[config.mk]
export PLATFORM = sky130hd
export DESIGN_NAME = top_bus
export DESIGN_NICKNAME = d
export VERILOG_FILES = /design/src/rtl/top_bus.sv
export SDC_FILE = /design/constraint.sdc
export NUM_CORES = 2
export LEC_CHECK = 0
export CORE_ASPECT_RATIO = 1.75
export CORE_MARGIN = 3
export CORE_UTILIZATION = 60
export CTS_BUF_LIST = sky130_fd_sc_hd__clkbuf_16
export CTS_CLUSTER_DIAMETER = 60
export CTS_CLUSTER_SIZE = 14
export DETAILED_ROUTE_END_ITERATION = 8
export DONT_BUFFER_PORTS = 1
export HOLD_SLACK_MARGIN = 0.1
export PLACE_DENSITY_LB_ADDON = 0.12
export SETUP_SLACK_MARGIN = 0.02
export SLEW_MARGIN = 20
export SYNTH_ARGS = -nofsm -noshare
export SYNTH_HDL_FRONTEND = slang
export SYNTH_SLANG_ARGS = --single-unit
[constraint.sdc]
create_clock -name clk -period 4.1 [get_ports clk]
set_input_delay 0.82 -clock clk [delete_from_list [all_inputs] [get_ports clk]]
set_output_delay 0.82 -clock clk [all_outputs]
set_load 0.03 [all_outputs]
[src/rtl/top_bus.sv]
// top_bus: two-port packet interconnect; per-device ingress/egress FIFOs joined by a
// round-robin arbiter that moves at most one packet per clock.
module bus_fifo #(
  parameter int W     = 65,
  parameter int DEPTH = 8
) (
  input  logic         clk,
  input  logic         reset,
  input  logic         wr,
  input  logic         rd,
  input  logic [W-1:0] din,
  output logic [W-1:0] dout,
  output logic         empty,
  output logic         full
);
  localparam int AW = $clog2(DEPTH);
  localparam logic [AW:0] ONE = 1;
  logic [AW:0]  wp_q, wp_d, rp_q, rp_d;
  logic [W-1:0] mem_q [DEPTH];
  logic [W-1:0] mem_d [DEPTH];
  always_comb begin
    mem_d = mem_q;
    if (wr) mem_d[wp_q[AW-1:0]] = din;
    wp_d  = wr ? wp_q + ONE : wp_q;
    rp_d  = rd ? rp_q + ONE : rp_q;
    empty = wp_q == rp_q;
    full  = (wp_q[AW] != rp_q[AW]) && (wp_q[AW-1:0] == rp_q[AW-1:0]);
    dout  = empty ? '0 : mem_q[rp_q[AW-1:0]];
  end
  always_ff @(posedge clk or negedge reset) begin
    if (!reset) begin
      wp_q  <= '0;
      rp_q  <= '0;
      mem_q <= '{default: '0};
    end else begin
      wp_q  <= wp_d;
      rp_q  <= rp_d;
      mem_q <= mem_d;
    end
  end
endmodule

module top_bus #(
  parameter int          PCKG_SZ   = 65,
  parameter int          DEPTH     = 8,
  parameter logic [2:0]  BROADCAST = 3'b111
) (
  input  logic               clk,
  input  logic               reset,
  input  logic               push_device0,
  input  logic               push_device1,
  input  logic [PCKG_SZ-1:0] D_push_device0,
  input  logic [PCKG_SZ-1:0] D_push_device1,
  input  logic               pop_device0,
  input  logic               pop_device1,
  output logic [PCKG_SZ-1:0] D_pop_device0,
  output logic [PCKG_SZ-1:0] D_pop_device1,
  output logic               pndng_device0,
  output logic               pndng_device1
);
  logic [1:0]         push, pop, in_wr, in_rd, in_empty, in_full;
  logic [1:0]         out_wr, out_rd, out_empty, out_full, space, can;
  logic [1:0]         tgt [2];
  logic [2:0]         dest [2];
  logic [PCKG_SZ-1:0] in_din [2];
  logic [PCKG_SZ-1:0] in_head [2];
  logic [PCKG_SZ-1:0] out_head [2];
  logic [PCKG_SZ-1:0] xfer;
  logic               rr_q, rr_d, gnt, gnt_v;
  assign push      = {push_device1, push_device0};
  assign pop       = {pop_device1, pop_device0};
  assign in_din[0] = D_push_device0;
  assign in_din[1] = D_push_device1;
  assign in_wr     = push & ~in_full;
  assign out_rd    = pop & ~out_empty;
  for (genvar i = 0; i < 2; i++) begin : g_port
    bus_fifo #(.W(PCKG_SZ), .DEPTH(DEPTH)) u_in (
      .clk(clk), .reset(reset), .wr(in_wr[i]), .rd(in_rd[i]), .din(in_din[i]),
      .dout(in_head[i]), .empty(in_empty[i]), .full(in_full[i])
    );
    bus_fifo #(.W(PCKG_SZ), .DEPTH(DEPTH)) u_out (
      .clk(clk), .reset(reset), .wr(out_wr[i]), .rd(out_rd[i]), .din(xfer),
      .dout(out_head[i]), .empty(out_empty[i]), .full(out_full[i])
    );
  end
  assign D_pop_device0 = out_head[0];
  assign D_pop_device1 = out_head[1];
  assign pndng_device0 = ~out_empty[0];
  assign pndng_device1 = ~out_empty[1];
  // A full egress still accepts a write in the cycle its own device pops it.
  always_comb begin
    space = ~out_full | pop;
    for (int p = 0; p < 2; p++) begin
      dest[p] = in_head[p][PCKG_SZ-1 -: 3];
      tgt[p]  = dest[p] == 3'd0      ? 2'b01 :
                dest[p] == 3'd1      ? 2'b10 :
                dest[p] == BROADCAST ? (p == 0 ? 2'b10 : 2'b01) : 2'b00;
      can[p]  = ~in_empty[p] & ((tgt[p] & ~space) == 2'b00);
    end
    gnt_v  = |can;
    gnt    = can[rr_q] ? rr_q : ~rr_q;
    rr_d   = gnt_v ? ~gnt : rr_q;
    in_rd  = gnt_v ? 2'b01 << gnt : 2'b00;
    out_wr = gnt_v ? tgt[gnt] : 2'b00;
    xfer   = in_head[gnt];
  end
  always_ff @(posedge clk or negedge reset) begin
    if (!reset) rr_q <= 1'b0;
    else        rr_q <= rr_d;
  end
endmodule

==> run metrics <==
Initial Utilization=60.7%; Yosys Warn Count=0; syn_nets=6671; Crit Path Max Fanout=133; Crit. End Element=primary output; Crit Path Category=register to primary output; Slew Viols, Final=0; Die X-Extent=309 µm; DR iter-0 viols=3641; Worst Max-Slew Pin Slew=0.964 ns; CP Launch Type=register; WL/cell=28.4 µm; Post-synth EDFFs=0; via count=54800; sequential share of the synthesized area=54.9%; I/O pin total=268; R2R Path Start=g_port[0].u_out.rp_q[0]; core area=0.159 mm²; layout cells sized above 1=40.2%; Clock transition at path regs=0.07 ns; final hold viol count=0; initial antenna violation count=8; HPWL after DPL=162 mm; Critical Path AT=3.21 ns; final WL=246 mm; Total GRT Usage=30.5%; most frequent cells in the layout=2101 x dfrtp_1, 1478 x mux2_2, 520 x mux4_2; worst clock skew=0.0538 ns; TritonCTS buffer count=177; PnR worst setup slack=0.0724 ns; Tmin final=4.03 ns; vias in the first global route=59400; Slew Limit Headroom=35.5%; gp weighted congestion=0.818; clk sinks=2113; RSZ-0062 raised after global routing=no; commonest non-fill, non-tap cell in the layout=dfrtp_1; fmax=248 MHz; clock tree buffer depth=4; data required time of the critical path=3.28 ns; H-tree depth=4; Mapped Area=0.0963 mm²; pre-CTS WS=0.252 ns; outcome=finished clean; Final ANT Viol Nets=0; drt pass-1 iters=5; Setup TNS=0 ns; Residual DRC=0; die area=0.166 mm²; top_reg_cell synth=dfrtp_1; first-pass GRT wire length=377 mm; aggregate global routing overflow=0; Distinct cells, synth=59; Via density=6.31; Critical path origin=g_port[1].u_out.rp_q[1]; final setup vio count=0; Nets=6754; HP Start=D_push_device0[25]; worst-skew pair later-pin latency=0.83 ns; Max Cap Violations=0; I/O Buffers=0; Avg Cell Area, Syn=14.8 µm²; fin crit share=98.2%; Vert. Die Dim=536 µm; P&R area growth vs syn=9.84%; TritonCTS clock tree=done; row count=193; Root Driver=clkbuf_16; FF+latch count, synth=2113; fraction of registers with async set/reset=100%; Hold Path Class=input pin to register; largest net degree at the start of global routing=144; Syn Inst Count=6527
## layer usage
metal | GRT usage [%] | up-vias | share of wire [%]
li1 | - | 23900 | -
met1 | 39.7 | 29500 | 40
met2 | 51.8 | 1107 | 51
met3 | 5.00 | 376 | 5.0
met4 | 11.3 | 2 | 4.2
met5 | 0 | - | 0.0065
## final timing paths
path | endpoint | slack (ns) | depth (start not counted)
max | D_pop_device1[36] | 0.07 | 4
min | g_port[0].u_in.mem_q[285] | 0.15 | 1
max reg2reg | g_port[0].u_out.mem_q[145] | 0.20 | 11
min reg2reg | g_port[1].u_out.mem_q[322] | 0.46 | 1
max in group asynchronous | g_port[1].u_in.mem_q[95] | 2.02 | 4
min in group asynchronous | g_port[1].u_out.mem_q[197] | 0.72 | 2
## logic make-up (layout without fill, tap and decap cells)
family,Yosys count,after routing,share of synthesized area (%)
fa+ha+maj,8,8,0.104
xor+xnor,39,39,0.355
flops,2113,2113,54.9
other cells,0,10,0
compound gates,525,525,2.93
mux,2487,2487,35.6
buf+inv,492,590,2.55
simple gates,863,863,3.58
## worst max-delay path: stages, from the launching register on
cell and delay [ns]:
dfrtp_4 0.44, buf_16 0.46, mux4_2 0.42, mux2i_1 0.49, nor2_1 0.29
## registers in the layout, indices dropped and copies added (netlist names)
register            count
g_port.u_in.mem_q    1040
rr_q                    1
g_port.u_out.mem_q   1040
g_port.u_out.rp_q       8
g_port.u_in.rp_q        8
g_port.u_in.wp_q        8
g_port.u_out.wp_q       8
## Yosys cell counts, drive strengths merged, types with 4 or more instances
library cell	n	share of area, %
and3	4	0.027
buf	228	1.5
clkbuf	255	0.99
dfrtp	2113	55
ha	8	0.10
inv	9	0.035
mux2	1645	19
mux2i	322	4.0
mux4	520	12
nand2	520	2.0
nand2b	9	0.058
nand3	16	0.096
nand3b	7	0.055
nor2	270	1.1
nor3	11	0.074
nor3b	4	0.031
o2111ai	4	0.079
o21ai	504	2.6
o32ai	5	0.073
or2	6	0.039
or3	6	0.039
xnor2	24	0.22
xor2	15	0.14
## timing repair
item | CTS | global route
endpoints found under the hold margin | 369 | 0
endpoints found under the setup margin | 54 | 5
cloned | 2 | 0
setup buffers | 2 | 0
gates resized for setup | 5 | 3
hold buffers | 71 | 0
## stage by stage
step | util, % | hold slack, ns | instances | instance area, µm²
floorplan | - | 0.429 | 6527 | 96300
global placement | 63.2 | 0.443 | 8403 | 100000
detailed placement | 63.2 | 0.451 | 8403 | 100000
CTS | 66.6 | 0.100 | 8672 | 106000
global route | 66.6 | 0.112 | 8673 | 106000
finish | 66.7 | 0.146 | 8682 | 106000
## final cells by class
| class | instances | area [µm²] |
|---|---|---|
| sequential | 2113 | 52900 |
| fill | 11200 | 52900 |
| multi-input combinational | 3922 | 41200 |
| clock buffer | 181 | 4530 |
| timing repair buffer | 387 | 4350 |
| tap | 2047 | 2560 |
| clock inverter | 13 | 103 |
| inverter | 9 | 33.8 |
| antenna | 10 | 25.0 |
Power is left out: the tool's default activity adds up to more than one toggle a clock period on the data nets, which glitch-free logic cannot reach.
